$ cat config.mk
export PLATFORM = sky130hd
export DESIGN_NAME = timer_sched
export DESIGN_NICKNAME = d
export VERILOG_FILES = /design/src/rtl/timer_pkg.sv /design/src/rtl/rr_arbiter.sv /design/src/rtl/timer_sched.sv
export SDC_FILE = /design/constraint.sdc
export NUM_CORES = 1
export LEC_CHECK = 0
export ABC_AREA = 1
export BUFFER_PORTS_ARGS = -buffer_cell sky130_fd_sc_hd__buf_4
export CAP_MARGIN = 20
export CORE_AREA = 2 2 77 79
export DETAILED_ROUTE_END_ITERATION = 10
export DIE_AREA = 0 0 79 81
export PLACE_DENSITY_LB_ADDON = 0.3
export SYNTH_ARGS = -nofsm -noshare
export SYNTH_HDL_FRONTEND = slang
export SYNTH_SLANG_ARGS = --single-unit
export TNS_END_PERCENT = 20
$ cat constraint.sdc
create_clock -name CLK -period 6.8 [get_ports CLK]
set_input_delay 0.34 -clock CLK [delete_from_list [all_inputs] [get_ports CLK]]
set_output_delay 0.34 -clock CLK [all_outputs]
set_load 0.05 [all_outputs]
$ cat src/rtl/timer_pkg.sv
// Shared encodings for the timer and its scheduler: mode codes, default width, FSM states.
package timer_pkg;

    localparam logic [1:0] MODE_STOP   = 2'b00;
    localparam logic [1:0] MODE_UP     = 2'b01;
    localparam logic [1:0] MODE_CONT   = 2'b10;
    localparam logic [1:0] MODE_UPDOWN = 2'b11;

    localparam int TMR_W = 16;

    typedef enum logic [1:0] {
        IDLE = 2'd0,
        RUN  = 2'd1,
        REL  = 2'd2
    } sched_state_e;

endpackage

$ cat src/rtl/rr_arbiter.sv
// Combinational round-robin pick: first asserted request at or above the pointer, with wrap.
module rr_arbiter
    import timer_pkg::*;
#(
    parameter  int N  = 4,
    localparam int IW = (N > 1) ? $clog2(N) : 1
) (
    input  logic [N-1:0]  req_i,
    input  logic [IW-1:0] ptr_i,
    output logic [N-1:0]  gnt_o,
    output logic [IW-1:0] idx_o,
    output logic          vld_o
);

    // Walk the requests starting at the pointer; the modulo is an explicit subtract so N need not be a power of two.
    always_comb begin
        logic [IW:0]   sum;
        logic [IW-1:0] j;
        gnt_o = '0;
        idx_o = '0;
        vld_o = 1'b0;
        sum   = '0;
        j     = '0;
        for (int k = 0; k < N; k++) begin
            sum = {1'b0, ptr_i} + (IW+1)'(k);
            if (sum >= (IW+1)'(N)) begin
                sum = sum - (IW+1)'(N);
            end
            j = sum[IW-1:0];
            if (!vld_o && req_i[j]) begin
                vld_o    = 1'b1;
                idx_o    = j;
                gnt_o[j] = 1'b1;
            end
        end
    end

endmodule

$ cat src/rtl/timer_sched.sv
// Time-shares one up-counting timer among N_REQ one-shot delay requesters, round-robin.
module timer_sched
    import timer_pkg::*;
#(
    parameter int N_REQ = 4,
    parameter int W     = TMR_W
) (
    input  logic               CLK,
    input  logic               RST_N,
    input  logic [N_REQ-1:0]   REQ,
    input  logic [N_REQ*W-1:0] PERIOD,
    output logic [N_REQ-1:0]   GNT,
    output logic [N_REQ-1:0]   DONE,
    output logic [N_REQ-1:0]   ERR,
    output logic               BUSY,
    output logic [W-1:0]       TACCR,
    output logic [1:0]         MODE,
    input  logic               IRT
);

    localparam int PW = (N_REQ > 1) ? $clog2(N_REQ) : 1;

    sched_state_e     state_q, state_d;
    logic [PW-1:0]    ptr_q,   ptr_d;
    logic [PW-1:0]    own_q,   own_d;
    logic [N_REQ-1:0] gnt_q,   gnt_d;
    logic [N_REQ-1:0] done_q,  done_d;
    logic [N_REQ-1:0] err_q,   err_d;
    logic             busy_q,  busy_d;
    logic [W-1:0]     taccr_q, taccr_d;
    logic [1:0]       mode_q,  mode_d;

    logic [N_REQ-1:0] arb_gnt;
    logic [PW-1:0]    arb_idx;
    logic             arb_vld;
    logic [W-1:0]     per_a [N_REQ];

    for (genvar g = 0; g < N_REQ; g++) begin : g_per
        assign per_a[g] = PERIOD[g*W +: W];
    end

    rr_arbiter #(.N(N_REQ)) u_arb (
        .req_i (REQ),
        .ptr_i (ptr_q),
        .gnt_o (arb_gnt),
        .idx_o (arb_idx),
        .vld_o (arb_vld)
    );

    function automatic logic [PW-1:0] ptr_inc(input logic [PW-1:0] i);
        return (i == PW'(N_REQ - 1)) ? '0 : i + PW'(1);
    endfunction

    // Next-state and registered-output logic for the IDLE/RUN/REL sequencer.
    always_comb begin
        state_d = state_q;
        ptr_d   = ptr_q;
        own_d   = own_q;
        gnt_d   = gnt_q;
        done_d  = '0;
        err_d   = '0;
        busy_d  = busy_q;
        taccr_d = taccr_q;
        mode_d  = mode_q;
        unique case (state_q)
            IDLE: begin
                if (arb_vld) begin
                    if (per_a[arb_idx] == '0) begin
                        // A zero period can never fire; reject it and move past this requester.
                        err_d = arb_gnt;
                        ptr_d = ptr_inc(arb_idx);
                    end else begin
                        gnt_d   = arb_gnt;
                        own_d   = arb_idx;
                        taccr_d = per_a[arb_idx];
                        mode_d  = MODE_UP;
                        busy_d  = 1'b1;
                        state_d = RUN;
                    end
                end
            end
            RUN: begin
                // IRT wins over a simultaneous REQ drop, so the requester still sees DONE.
                if (IRT || !REQ[own_q]) begin
                    done_d  = IRT ? gnt_q : '0;
                    gnt_d   = '0;
                    taccr_d = '0;
                    mode_d  = MODE_STOP;
                    state_d = REL;
                end
            end
            REL: begin
                // One stopped cycle lets the timer clear its counter before the next arm.
                ptr_d   = ptr_inc(own_q);
                busy_d  = 1'b0;
                state_d = IDLE;
            end
            default: begin
                state_d = IDLE;
            end
        endcase
    end

    // State and output registers; async reset forces TACCR=0 so the timer stops on its next edge.
    always_ff @(posedge CLK or negedge RST_N) begin
        if (!RST_N) begin
            state_q <= IDLE;
            ptr_q   <= '0;
            own_q   <= '0;
            gnt_q   <= '0;
            done_q  <= '0;
            err_q   <= '0;
            busy_q  <= 1'b0;
            taccr_q <= '0;
            mode_q  <= MODE_STOP;
        end else begin
            state_q <= state_d;
            ptr_q   <= ptr_d;
            own_q   <= own_d;
            gnt_q   <= gnt_d;
            done_q  <= done_d;
            err_q   <= err_d;
            busy_q  <= busy_d;
            taccr_q <= taccr_d;
            mode_q  <= mode_d;
        end
    end

    assign GNT   = gnt_q;
    assign DONE  = done_q;
    assign ERR   = err_q;
    assign BUSY  = busy_q;
    assign TACCR = taccr_q;
    assign MODE  = mode_q;

endmodule

-- Word level (Yosys, flattened, before mapping)
Cells that the tools add are included.
W data, S select, Z words.
- bits in registers: 37
- input bits: 71
- output and inout bits: 31
- word-level logic and storage cells: 131
- add/subtract/negate cells: 9
- magnitude comparators: 14
- eq/ne operators: 8
- mux-type cells: 65
- bitwise logic cells: 5
- reduce and logical (&&, ||, !) cells: 21
- operator list (cell ; number):
    $mux W16 ; 5
    $mux W4 ; 13
    $bmux W16 S2 ; 1
    $mux W2 ; 16
    $pmux W16 S2 ; 1
    $logic_not A16 Y1 ; 1
    $lt A2 B3 Y1 const B ; 5
    $mux W1 ; 15
    $ge A3 B3 Y1 const B ; 4
    $or A4 B4 Y4 ; 3
    $pmux W2 S2 ; 3
    $reduce_and A3 Y1 ; 4
    $bmux W1 S2 ; 5
    $demux W1 S2 ; 4
    $ge A2 B1 Y1 const B ; 4
    $ne A2 B2 Y1 const B ; 4
    $pmux W4 S2 ; 1
    $sub A2 B1 Y2 const B ; 4
    $logic_and A1 B1 Y1 ; 7
    $add A2 B2 Y3 const B ; 2
    $eq A2 B2 Y1 const B ; 3
    $add A2 B1 Y2 const B ; 2
    $logic_not A1 Y1 ; 4
    $reduce_and A4 Y1 ; 1
    9 further kinds ; 10

-- Depth between registers and ports, before layout
Gate-level depths: netlist (run 1).
- depth after elaboration: 22
- gate-level depth with buffers: 23
- mapped depth without buffers: 21

-- Cells and area by module
A second synthesis (run 1) with hierarchy kept.
- cell total of the unflattened synthesis: 412
- area, all modules: 2677.6 um^2
- modules (own cells, without submodules) (module ; times used ; cells an instance ; area an instance (um^2) ; sequential area each (um^2)):
    timer_sched ; 1 ; 338 ; 2237.1 ; 900.9
    rr_arbiter ; 1 ; 74 ; 440.4 ; 0.0

-- Worst setup path before layout (run 1)
OpenSTA, ideal clock, no wires.
- path kind: reg-to-reg
- from: register ptr_q[1]
- to: register mode_q[0], in the netlist MODE[0]
- setup time: 0.070 ns
- arrival: 2.705 ns
- data required time: 6.730 ns
- slack: 4.026 ns
- cell stages (with the launch flop): 23
- buffers on the path: 2
- period minus slack after synthesis: 2.774 ns
- cells stage by stage: dfrtp_1 > inv_1 > ha_1 > inv_1 > nand2_1 > nand2_2 > nor2_8 > nand3_2 > inv_2 > nand2_2 > nand2_4 > inv_4 > buf_6 > nand3_1 > nand2_1 > nor2_1 > nand2_1 > nor2_4 > nand3_1 > nand2_2 > buf_6 > nand2_1 > nand2_1
- longest elaborated chain between the ends: 21
- elaborated cells between the ends (all ways): 45
- classes of those cells: add/sub (7); order compare (4); eq/ne (2); mux (23); bitwise (1); reduce/logical (8)
- ends and longest elaborated chain (what ; RTL line ; source):
    start, declared ; timer_sched.sv:24 ; logic [PW-1:0] ptr_q, ptr_d;
    start signal, assigned ; timer_sched.sv:118 ; ptr_q <= ptr_d;
    parallel branches: the longest is 20 deep, another holds $add A2 B1 Y3 ; n/a ;
    $reduce_and A4 Y1 (no source line) (*) ; n/a ;
    end signal, assigned ; timer_sched.sv:125 ; mode_q <= mode_d;
    end, declared ; timer_sched.sv:31 ; logic [1:0] mode_q, mode_d;
Mark *: on every way between the ends. The select of a mux whose other input is x is not followed.
A chain may end at the register's enable or synchronous reset.

-- Worst setup path in the final report (run 1)
- from: register ptr_q[0]
- to: register ptr_q[0]
- longest elaborated chain between the ends: 21
- elaborated cells between the ends (all ways): 51
- classes of those cells: add/sub (8); order compare (4); eq/ne (3); mux (27); bitwise (1); reduce/logical (8)
- ends and longest elaborated chain (what):
    parallel branches: the longest is 21 deep, another holds $add A2 B1 Y3
Parallel ways; which one is timed is not known. The select of a mux whose other input is x is not followed.

==> results.md, run 1 <==
- Maximum number of pins on one net before global-route repair: 37
- Hold buffer count at cts: 0
- Dominant cell by count in the synthesized netlist: sky130_fd_sc_hd__nand2_1
- Total instance count after detailed placement: 612
- Number of instances in the synthesized netlist: 457
- Number of sinks handled by clock tree synthesis: 36
- Post-detailed-route wirelength per cell: 12.39 microns
- Number of buffers created by CTS: 5
- Worst vdd rail ir drop: 297.1 uV
- Antenna Diode Count: 0
- Antenna Violating Nets Remaining: 0
- Clock transition time at the flip-flop clock pins of the worst setup and hold paths: 0.07 ns
- Number of buffers inserted by port buffering: 100
- Number of top-level pins: 102
- Multi-input gate area: 1579 sq um
- Total Die Area: 6399 sq um
- Worst relative slew slack: 47.12%
- Vias in the first global route: 2710
- Cell taking the most area after synthesis: sky130_fd_sc_hd__dfrtp_1
- Initial antenna violation count: 0
- Grt total ovfl: 0
- CP arrival: 4.49 ns
- Setup repair after global routing missed its margin: no
- Area of the placeable core: 5675 sq um
- DRC violation count after routing: 0
- Number of distinct library cells after synthesis: 30
- Clock latency on the worst-skew pair: 0.28 ns
- Max-slew violation total from the final report: 0
- Setup slack after placement: 2.624 ns
- FILL cells: 544
- Final critical-path share of the clock period: 63.50%
- WS Path Type: flip-flop to flip-flop
- Most frequent cells after synthesis: sky130_fd_sc_hd__nand2_1 (150), sky130_fd_sc_hd__inv_1 (82), sky130_fd_sc_hd__nand3_1 (48), sky130_fd_sc_hd__nand4_1 (48), sky130_fd_sc_hd__dfrtp_1 (36)
- Layout cell share with drive strength beyond 1: 23.90%
- Overall Global Routing Usage: 24.74%
- Cell area after placement: 3669 sq um
- Avg Inst Size Synth: 6.464 sq um
- Proportion of netlist area held by the largest area contributor: 30.50%
- Max Cap Violations: 0
- Area growth from synthesis to layout: 27.45%
- Violated checks: hold timing
- Clk root buf: sky130_fd_sc_hd__clkbuf_8
- Slack of the critical path: 2.482 ns
- Number of levels the H-tree was split into: 2
- Req. time, crit path: 6.98 ns
- Leakage: 0.002276 uW
- Synthesis Warnings: 0
- Worst-case register-to-register setup slack: 2.48 ns
- Mean number of vias per cell: 5.199
- Final setup vio count: 0
- Clock period minus final worst setup slack: 4.318 ns
- Startpoint kind of the worst setup timing path: flip-flop
- Summed area of non-filler cells in the final layout: 3765 sq um
- Detailed-route wire length: 7.671 mm
- Global-route wire length before repair: 12.68 mm
- Class of the most critical hold timing path: input port to asynchronous set/reset pin
- Post-Synthesis Cell Area: 2954 sq um
- Die boundary height: 81 microns
- Iteration-0 DRC Markers: 257
- Hold WS: -0.001365 ns
- Buffer count from post-CTS setup fixing: 0
- Worst-path maximum fanout: 35
- Syn_nets: 537
- Clock skew: 0.006559 ns
- RD Place Congestion: 0.9409
- Sum of net half-perimeters after detailed placement: 6.062 mm
- Storage element area: 900.9 sq um
- Number of nets at the end of the flow: 624
- Number of non-filler instances in the completed layout: 619
- Share of flip-flops with an asynchronous set or reset after synthesis: 100.0%
- Fmax achieved: 231.6 MHz
- Sort of element at the end of the critical path: flip-flop
- Sequential cell area fraction in the yosys report: 30.50%
- Initial Utilization: 52.05%
- Sum of negative setup slack: 0 ns
- Die Wd: 79 microns
- Most area-consuming cells after synthesis: sky130_fd_sc_hd__dfrtp_1 (30%), sky130_fd_sc_hd__nand2_1 (19%), sky130_fd_sc_hd__inv_1 (10%), sky130_fd_sc_hd__nand4_1 (10%), sky130_fd_sc_hd__nand3_1 (8.1%)
- Final Hold Violating Endpoints: 5
- Power Density: 576.5 nW/um^2
- Most common flop cell mapped by yosys: sky130_fd_sc_hd__dfrtp_1
- Vias after detailed routing: 3218
- Clock buffer depth: 2
- Status: complete, but fails checks
- First-pass detailed-route iteration total: 5
- Number of synthesized flops with an enable pin: 0
- Number of placement rows: 28
- Post-cts sizing count: 0
- Transition time at the pin with the least slew margin: 0.7913 ns
- Number of synthesized register bits: 36
- TritonCTS clock tree: built
==> layout make-up <==
type | count | area share (%)
Timing Repair Buffer | 101 | 20.14
Multi-Input combinational cell | 313 | 41.94
Sequential cell | 36 | 23.93
Tap cell | 75 | 2.493
Clock buffer | 7 | 2.559
Inverter | 87 | 8.940
==> report_power, final <==
part           total, uW  switching, uW  leakage [uW]  internal (uW)
Clock                158           68.3     0.0000503           90.1
Combinational       1650           1150       0.00176            501
Sequential           359           66.5      0.000467            292
Total               2170           1290       0.00228            883
==> registers in the layout (all words and copies together) (netlist names) <==
name     count
DONE         4
TACCR       16
ptr_q        2
ERR          4
MODE         1
state_q      2
BUSY         1
own_q        2
GNT          4
==> layer usage <==
metal / GRT usage, % / routed length [microns]
met5: 0 / 0
met4: 9.138 / 154
met3: 2.444 / 573
met2: 37.97 / 3533
met1: 36.24 / 3409
==> cells in the final DEF, fill, tap and decap left out, types with 5 or more instances in the layout <==
cell,netlist,routed
sky130_fd_sc_hd__ha_1,9,9
sky130_fd_sc_hd__dfrtp_1,36,36
sky130_fd_sc_hd__nor2_1,21,21
sky130_fd_sc_hd__inv_1,82,82
sky130_fd_sc_hd__clkbuf_8,0,7
sky130_fd_sc_hd__nand2_1,150,150
sky130_fd_sc_hd__a21oi_1,6,6
sky130_fd_sc_hd__nand3_2,5,5
sky130_fd_sc_hd__nand4_1,48,48
sky130_fd_sc_hd__buf_4,3,101
sky130_fd_sc_hd__nand3_1,48,48
sky130_fd_sc_hd__nand2_2,6,6
==> stage by stage <==
stage / hold WS, ns / power, uW / utilization, %
floorplan: 0.04441 / 1689 / -
global placement: 0.3099 / 1945 / 64.64
detailed placement: 0.3126 / 1989 / 64.64
CTS: 0.007230 / 2155 / 66.34
global route: 0.02860 / 2394 / 66.34
finish: -0.001365 / 2171 / 66.34
==> path summary, 6_finish.rpt <==
check	start	endpoint	depth (start not counted)
max	ptr_q[0]$_DFFE_PN0P_	ptr_q[0]$_DFFE_PN0P_	20
min in group CLK	IRT	DONE[3]$_DFF_PN0_	3
min reg2reg	TACCR[10]$_DFFE_PN0P_	TACCR[10]$_DFFE_PN0P_	2
min	RST_N	GNT[0]$_DFFE_PN0P_	1
max reg2reg	ptr_q[0]$_DFFE_PN0P_	ptr_q[0]$_DFFE_PN0P_	20
max in group asynchronous	RST_N	TACCR[7]$_DFFE_PN0P_	1
==> cells by family (layout without fill, tap and decap cells) <==
| group | after synthesis | after routing | synth area share [%] |
|---|---|---|---|
| AOI/OAI and AO/OA | 19 | 19 | 3.897 |
| adders and majority gates | 9 | 9 | 3.812 |
| buffers and inverters | 108 | 195 | 16.05 |
| DFF | 36 | 36 | 30.50 |
| other | 1 | 1 | 0.1269 |
| and+or+nand+nor | 284 | 284 | 45.62 |
==> critical path: stages, from the launching register on <==
cell	delay (ns)
sky130_fd_sc_hd__dfrtp_1	0.72
sky130_fd_sc_hd__inv_8	0.10
sky130_fd_sc_hd__ha_1	0.39
sky130_fd_sc_hd__inv_1	0.11
sky130_fd_sc_hd__nand2_1	0.08
sky130_fd_sc_hd__nand2_2	0.12
sky130_fd_sc_hd__o21ai_1	0.08
sky130_fd_sc_hd__nand2_1	0.57
sky130_fd_sc_hd__nand3_4	0.49
sky130_fd_sc_hd__inv_2	0.31
sky130_fd_sc_hd__nand2_1	0.08
sky130_fd_sc_hd__nand3_1	0.09
sky130_fd_sc_hd__nand2_1	0.08
sky130_fd_sc_hd__nor2_1	0.11
sky130_fd_sc_hd__nand2_1	0.08
sky130_fd_sc_hd__nor2_2	0.15
sky130_fd_sc_hd__nand2_2	0.27
sky130_fd_sc_hd__nand2_1	0.19
sky130_fd_sc_hd__nand2_1	0.08
sky130_fd_sc_hd__nand2_1	0.06
sky130_fd_sc_hd__nand2_1	0.06
Note: power is estimated with default switching activity, not from simulation.
==> run 2: changes to the inputs <==
CORE_AREA = 2 2 80 82   (was 2 2 77 79)
DIE_AREA = 0 0 82 84   (was 0 0 79 81)
clock period = 4.1 ns   (was 6.8 ns; I/O delays follow)
==> results.md, run 2 (synthesis results as in run 1) <==
- Status: finished clean
- Crit Reg-Reg Endpoint: ptr_q[0]$_DFFE_PN0P_
- Flip-flop count of the largest register after layout: 16 (unchanged)
- Total power consumption of the routed design: 3693 uW (+70%)
- Cell with the biggest individual delay on the critical path: sky130_fd_sc_hd__dfrtp_1
- Clock latency on the worst-skew pair: 0.28 ns (about the same)
- Total Die Area: 6888 sq um (+7.6%)
- DRC violation count after routing: 0 (unchanged)
- Final Hold Violating Endpoints: 0 (-5)
- Sort of element at the end of the critical path: flip-flop
- Clock skew: 0.005050 ns (-0.001509 ns)
- Detailed-route wire length: 8.085 mm (+5.4%)
- Max Cap Violations: 0 (unchanged)
- Number of nets at the end of the flow: 628 (+0.64%)
- Multi-input gate area: 1579 sq um (unchanged)
- Clock buffer depth: 2 (unchanged)
- Number of sinks handled by clock tree synthesis: 36 (unchanged)
- FILL cells: 581 (+6.8%)
- Hold WS: 0.1754 ns (+0.1767 ns)
- Sum of negative setup slack: 0 ns (unchanged)
- Final setup vio count: 0 (unchanged)
- Overall Global Routing Usage: 24.46% (-0.27 points)
- First-pass detailed-route iteration total: 7 (+2)
- Worst-case register-to-register setup slack: 0.47 ns (-2.01 ns)
- Number of buffers inserted by port buffering: 100 (unchanged)
- Antenna Violating Nets Remaining: 0 (unchanged)
- Power Density: 969.0 nW/um^2 (+68%)
- Startpoint kind of the worst setup timing path: flip-flop
- Buffer count from post-CTS setup fixing: 0 (unchanged)
- Buffering stage count on the worst path with inverters included: 3 (unchanged)
- Worst relative slew slack: 60.14% (+13 points)
- Number of top-level pins: 102 (unchanged)
- Clock transition time at the flip-flop clock pins of the worst setup and hold paths: 0.07 ns (about the same)
- Clk root buf: sky130_fd_sc_hd__clkbuf_8
- Iteration-0 DRC Markers: 187 (-27%)
- Final critical-path share of the clock period: 88.44% (+25 points)
- Hold Crit Endpoint: DONE[0]$_DFF_PN0_
- Post-detailed-route wirelength per cell: 12.92 microns (+4.2%)
- Worst-path maximum fanout: 35 (unchanged)
- Maximum number of pins on one net before global-route repair: 37 (unchanged)
- Area growth from synthesis to layout: 29.01%
- Setup repair after global routing missed its margin: no
- Antenna Diode Count: 0 (unchanged)
- Number of buffers created by CTS: 5 (unchanged)
- Initial antenna violation count: 0 (unchanged)
- Number of placement rows: 29 (+3.6%)
- Global-route wire length before repair: 13.57 mm (+7.0%)
- Most used cell along the critical path: sky130_fd_sc_hd__nand2_1
- Class of the most critical hold timing path: input port to flip-flop
- Storage element area: 900.9 sq um (unchanged)
- Area of the placeable core: 6096 sq um (+7.4%)
- CP max stage delay: 0.71 ns (about the same)
- Vias after detailed routing: 3253 (+1.1%)
- TritonCTS clock tree: built
- Cells traversed along the worst timing path: inv_8, ha_1, inv_1, nand3_1, nand2_1, a21oi_1, nand2_1, nand3_4, inv_2, nand2_1, nand3_1, nand2_1, nor2_1, nand2_1, nor2_2, nand2_2, nand2_1, nand2_1, nand2_1, nand2_1
- Worst vdd rail ir drop: 525.0 uV (+77%)
- Origin of the critical flop-to-flop path: ptr_q[0]$_DFFE_PN0P_
- Launch instance of the worst min-delay path: IRT
- Clock period minus final worst setup slack: 3.626 ns (-0.6923 ns)
- Initial Utilization: 48.46% (-3.6 points)
- RD Place Congestion: 0.9008 (-4.3%)
- Commonest non-fill, non-tap cell in the layout: sky130_fd_sc_hd__nand2_1
- Transition time at the pin with the least slew margin: 0.5972 ns (-0.1941 ns)
- Number of levels the H-tree was split into: 2 (unchanged)
- WS Path Type: flip-flop to flip-flop
- R2r worst-path depth: 20 (unchanged)
- Grt total ovfl: 0 (unchanged)
- Leakage: 0.002298 uW (+0.98%)
- CP arrival: 3.80 ns (-0.69 ns)
- Family with the most delay on the worst path: simple AND/OR/NAND/NOR gates
- Max-slew violation total from the final report: 0 (unchanged)
- Mean number of vias per cell: 5.196 (about the same)
- Vias in the first global route: 2997 (+11%)
- Req. time, crit path: 4.27 ns (-2.71 ns)
- Hold Path Depth: 3
- Sum of net half-perimeters after detailed placement: 6.401 mm (+5.6%)
- Fmax achieved: 275.8 MHz (+19%)
- Commonest cells after routing, fill and taps aside: sky130_fd_sc_hd__nand2_1 (150), sky130_fd_sc_hd__buf_4 (104), sky130_fd_sc_hd__inv_1 (82), sky130_fd_sc_hd__nand3_1 (48), sky130_fd_sc_hd__nand4_1 (48)
- Die boundary height: 84 microns (+3.7%)
- Die Wd: 82 microns (+3.8%)
- Layout cell share with drive strength beyond 1: 24.23% (+0.33 points)
-- run 2: changes by cell type in the layout (fill, tap and decap cells not counted) --
cell,previous run,this run
sky130_fd_sc_hd__bufinv_16,0,1
sky130_fd_sc_hd__buf_4,101,104
sky130_fd_sc_hd__clkinv_2,0,1
sky130_fd_sc_hd__clkbuf_1,0,1
sky130_fd_sc_hd__dlygate4sd3_1,0,1
sky130_fd_sc_hd__clkbuf_8,7,5
-- run 2: worst max-delay path by stage --
stage                               startpoint                    to  slack (ns)  depth (start not counted)
after floorplan           ptr_q[1]$_DFFE_PN0P_   MODE[0]$_DFFE_PN0P_        1.33                         22
after global placement    ptr_q[0]$_DFFE_PN0P_  ptr_q[0]$_DFFE_PN0P_        0.64                         21
after detailed placement  ptr_q[0]$_DFFE_PN0P_  ptr_q[0]$_DFFE_PN0P_        0.54                         20
after CTS                 ptr_q[0]$_DFFE_PN0P_  ptr_q[0]$_DFFE_PN0P_        0.52                         20
after global routing      ptr_q[0]$_DFFE_PN0P_  own_q[0]$_DFFE_PN0P_        0.07                         19
final                     ptr_q[0]$_DFFE_PN0P_  ptr_q[0]$_DFFE_PN0P_        0.47                         20
-- run 2: power by group --
group	total (uW)	switching, uW	internal [uW]
Clock	302	122	180
Combinational	2790	1940	854
Sequential	598	114	484
Total	3690	2170	1520
-- run 2: layer usage --
| layer | track usage, % | share of wire (%) | up-vias |
|---|---|---|---|
| li1 | - | - | 1626 |
| met1 | 36.38 | 45 | 1473 |
| met2 | 37.18 | 46 | 145 |
| met3 | 3.896 | 7.7 | 9 |
| met4 | 5.152 | 1.1 | 0 |
| met5 | 0 | 0 | - |
-- run 2: layout make-up --
class	count	share of cell area, %
clock buffers	6	1.904
clock inverters	2	0.9192
inverters	87	8.831
repair buffers	105	20.75
well taps	77	2.528
flip-flops and latches	36	23.64
multi-input cells	313	41.43
-- run 2: worst reg2reg max path, delay by kind of cell, from the launching register on --
kind                     cells  cell delay [ns]
flip-flops                   1             0.71
AND/OR/NAND/NOR             15             1.82
adder cells (fa/ha/maj)      1             0.40
buffers and inverters        3             0.51
AO/OA/AOI/OAI                1             0.07
-- run 2: timing repair --
action	in CTS	in global routing
endpoints found under the hold margin	36	0
hold buffers	1	0
setup endpoints to repair	0	0
resized for setup	0	0
-- run 2: per-stage QoR --
step | worst slack [ns] | util (%) | std cells | instance area (sq um)
final | 0.4740 | 62.52 | 626 | 3811
after global placement | 0.6380 | 60.59 | 617 | 3694
after detailed placement | 0.5397 | 60.59 | 617 | 3694
after CTS | 0.5174 | 62.52 | 626 | 3811
after floorplan | 1.326 | - | 457 | 2954
after global routing | 0.07416 | 62.52 | 626 | 3811
==> run 3: changes to the inputs <==
ABC_AREA = unset   (was 1)
==> results.md, run 3 <==
- Commonest cells after routing, fill and taps aside: sky130_fd_sc_hd__buf_4 (113), sky130_fd_sc_hd__a211oi_1 (65), sky130_fd_sc_hd__inv_1 (43), sky130_fd_sc_hd__dfrtp_1 (36), sky130_fd_sc_hd__nand2_1 (25)
- Clk root buf: sky130_fd_sc_hd__clkbuf_8
- Critical path capture point: TACCR[10]$_DFFE_PN0P_
- Cell taking the most area after synthesis: sky130_fd_sc_hd__dfrtp_1
- Most area-consuming cells after synthesis: sky130_fd_sc_hd__dfrtp_1 (29%), sky130_fd_sc_hd__a211oi_1 (16%), sky130_fd_sc_hd__inv_1 (5.2%), sky130_fd_sc_hd__nand4b_1 (4.3%), sky130_fd_sc_hd__ha_1 (3.7%)
- Sort of element at the end of the critical path: flip-flop
- Final core utilization: 65.89% (+3.4 points)
- Global-route wire length before repair: 14.23 mm (+4.8%)
- Detailed-route wire length: 8.880 mm (+9.8%)
- Transition time at the pin with the least slew margin: 0.7644 ns (+0.1672 ns)
- Family with the most delay on the worst path: simple AND/OR/NAND/NOR gates
- Sum of negative setup slack: 0 ns (unchanged)
- Total Die Area: 6888 sq um (unchanged)
- Post-detailed-route wirelength per cell: 16.69 microns (+29%)
- Multi-input gate area: 1862 sq um (+18%)
- Die boundary height: 84 microns (unchanged)
- Dominant cell by count in the synthesized netlist: sky130_fd_sc_hd__a211oi_1
- Number of buffers inserted by port buffering: 100 (unchanged)
- WS Path Type: flip-flop to flip-flop
- Initial antenna violation count: 0 (unchanged)
- Die Wd: 82 microns (unchanged)
- Power Density: 793.3 nW/um^2 (-18%)
- Synthesis Warnings: 0 (unchanged)
- Antenna Violating Nets Remaining: 0 (unchanged)
- FILL cells: 529 (-9.0%)
- Number of placement rows: 29 (unchanged)
- Req. time, crit path: 4.27 ns (about the same)
- Vias after detailed routing: 3235 (-0.55%)
- Most frequent cells after synthesis: sky130_fd_sc_hd__a211oi_1 (65), sky130_fd_sc_hd__inv_1 (43), sky130_fd_sc_hd__dfrtp_1 (36)
- Worst-case register-to-register setup slack: 0.24 ns (-0.23 ns)
- Proportion of netlist area held by the largest area contributor: 29.22% (-1.3 points)
- Cell area after placement: 3859 sq um (+4.5%)
- Overall Global Routing Usage: 26.12% (+1.7 points)
- Total stage count of the critical path: 13 (-35%)
- Vias in the first global route: 2921 (-2.5%)
- Total instance count after detailed placement: 521 (-16%)
- Number of sinks handled by clock tree synthesis: 36 (unchanged)
- Storage element area: 900.9 sq um (unchanged)
- Status: finished clean
- Post-Synthesis Cell Area: 3083 sq um (+4.4%)
- Number of levels the H-tree was split into: 2 (unchanged)
- Clock period minus final worst setup slack: 3.859 ns (+0.2331 ns)
- Class of the most critical hold timing path: input port to flip-flop
- Number of synthesized register bits: 36 (unchanged)
- Number of non-filler instances in the completed layout: 532 (-15%)
- Number of distinct library cells after synthesis: 47 (+57%)
- Startpoint kind of the worst setup timing path: flip-flop
- Crit Reg-Reg Endpoint: TACCR[10]$_DFFE_PN0P_
- Clock latency on the worst-skew pair: 0.30 ns (+0.02 ns)
- Fmax achieved: 259.1 MHz (-6.0%)
- Total power consumption of the routed design: 3186 uW (-14%)
- Worst relative slew slack: 48.57% (-12 points)
- Max-slew violation total from the final report: 0 (unchanged)
- Mean number of vias per cell: 6.081 (+17%)
- Number of buffers created by CTS: 5 (unchanged)
- Buffering stage count on the worst path with inverters included: 3 (unchanged)
- Final Hold Violating Endpoints: 0 (unchanged)
- Max Cap Violations: 0 (unchanged)
- Number of nets at the end of the flow: 534 (-15%)
- Commonest non-fill, non-tap cell in the layout: sky130_fd_sc_hd__buf_4
- Iteration-0 DRC Markers: 244 (+30%)
- TritonCTS clock tree: built
- DRC violation count after routing: 0 (unchanged)
- Flip-flop count of the largest register after layout: 16 (unchanged)
- Antenna Diode Count: 0 (unchanged)
- Clock transition time at the flip-flop clock pins of the worst setup and hold paths: 0.07 ns (about the same)
- R2r worst-path depth: 13 (-35%)
- Sum of net half-perimeters after detailed placement: 6.628 mm (+3.5%)
- Maximum number of pins on one net before global-route repair: 45 (+22%)
- Area of the placeable core: 6096 sq um (unchanged)
- Clock buffer depth: 2 (unchanged)
- CP max stage delay: 0.62 ns (-0.09 ns)
- RD Place Congestion: 0.9880 (+9.7%)
- First-pass detailed-route iteration total: 6 (-1)
- Final critical-path share of the clock period: 94.13% (+5.7 points)
- Initial Utilization: 50.57% (+2.1 points)
- Area growth from synthesis to layout: 30.28%
- CP arrival: 4.03 ns (+0.23 ns)
- Number of top-level pins: 102 (unchanged)
- Cell with the biggest individual delay on the critical path: sky130_fd_sc_hd__or4_4
- Summed area of non-filler cells in the final layout: 4016 sq um (+5.4%)
- Worst vdd rail ir drop: 555.2 uV (+5.7%)
- Final setup vio count: 0 (unchanged)
- Layout cell share with drive strength beyond 1: 29.23% (+5.0 points)
- Number of synthesized flops with an enable pin: 0 (unchanged)
- Most common flop cell mapped by yosys: sky130_fd_sc_hd__dfrtp_1
- Cells traversed along the worst timing path: inv_1, ha_1, mux4_2, nor2b_2, o21ai_1, and2_1, buf_4, a211oi_1, o22ai_1, or4_4, o21ai_4, buf_12, o211ai_1
- Avg Inst Size Synth: 8.400 sq um (+30%)
- Share of flip-flops with an asynchronous set or reset after synthesis: 100.0% (unchanged)
- Syn_nets: 447 (-17%)
- Sequential cell area fraction in the yosys report: 29.22% (-1.3 points)
- Setup repair after global routing missed its margin: no
- Origin of the critical flop-to-flop path: ptr_q[0]$_DFFE_PN0P_
- Grt total ovfl: 0 (unchanged)
- Worst setup path startpoint: ptr_q[0]$_DFFE_PN0P_
- Worst-path maximum fanout: 17 (-51%)
- Clock skew: 0.004445 ns (-0.0006048 ns)
- Number of instances in the synthesized netlist: 367 (-20%)
- Leakage: 0.001839 uW (-20%)
[run 3: power breakdown]
| group | switching (uW) | internal, uW |
|---|---|---|
| clock | 126 | 137 |
| combinational | 1440 | 877 |
| sequential | 120 | 484 |
[run 3: timing repair]
item | in CTS | in global routing
hold buffers | 1 | 0
gates resized for setup | 0 | 3
endpoints found under the setup margin | 0 | 19
endpoints found under the hold margin | 36 | 0
buffers inserted | 0 | 1
[run 3: per-stage QoR]
stage | hold slack (ns) | worst slack (ns)
detailed placement | 0.1875 | 0.07920
finish | 0.2855 | 0.2408
global route | 0.3292 | 0.01112
floorplan | -0.09059 | 0.05199
global placement | 0.1863 | 0.2644
CTS | 0.2918 | 0.04870
[run 3: worst min path at each step]
stage | startpoint | slack [ns] | cells after the start | to
after floorplan | RST_N | -0.09 | 0 | BUSY$_DFFE_PN0P_
after global placement | RST_N | 0.19 | 1 | DONE[2]$_DFF_PN0_
after detailed placement | RST_N | 0.19 | 1 | GNT[2]$_DFFE_PN0P_
after CTS | IRT | 0.29 | 3 | state_q[1]$_DFFE_PN0P_
after global routing | IRT | 0.33 | 3 | state_q[1]$_DFFE_PN0P_
final | IRT | 0.29 | 3 | state_q[1]$_DFFE_PN0P_
[run 3: cell type report]
class | instances | area share [%]
Multi-Input combinational cell | 252 | 46.36
Timing Repair Buffer | 116 | 22.55
Sequential cell | 36 | 22.43
Inverter | 43 | 4.019
Tap cell | 77 | 2.399
Clock buffer | 8 | 2.243
[run 3: cells by family (layout without fill, tap and decap cells)]
logic type	Yosys count	in the layout	synth area share [%]
buffers and inverters	79	167	10.92
AOI/OAI and AO/OA	126	126	30.80
and+or+nand+nor	105	105	20.50
DFF	36	36	29.22
muxes	10	10	4.505
adders and majority gates	9	9	3.653
xor gates and xnor gates	1	1	0.2841
other	1	1	0.1216
[run 3: layer usage]
metal  vias up  GRT usage (%)  routed length (microns)
met5         -              0                        0
met4         0          7.576                      165
met3        15          3.139                      611
met2       148          38.73                     4076
met1      1522          39.45                     4026
li1       1550              -                        -
[run 3: worst register-to-register path, cell delays in order, from the launching register on]
cell and delay (ns):
sky130_fd_sc_hd__dfrtp_1 0.41, sky130_fd_sc_hd__inv_1 0.08, sky130_fd_sc_hd__ha_1 0.40, sky130_fd_sc_hd__mux4_2 0.41, sky130_fd_sc_hd__nor2b_2 0.26, sky130_fd_sc_hd__o21ai_1 0.13, sky130_fd_sc_hd__and2_1 0.18, sky130_fd_sc_hd__buf_4 0.19
sky130_fd_sc_hd__a211oi_1 0.35, sky130_fd_sc_hd__o22ai_1 0.22, sky130_fd_sc_hd__or4_4 0.62, sky130_fd_sc_hd__o21ai_4 0.21, sky130_fd_sc_hd__buf_12 0.16, sky130_fd_sc_hd__o211ai_1 0.10
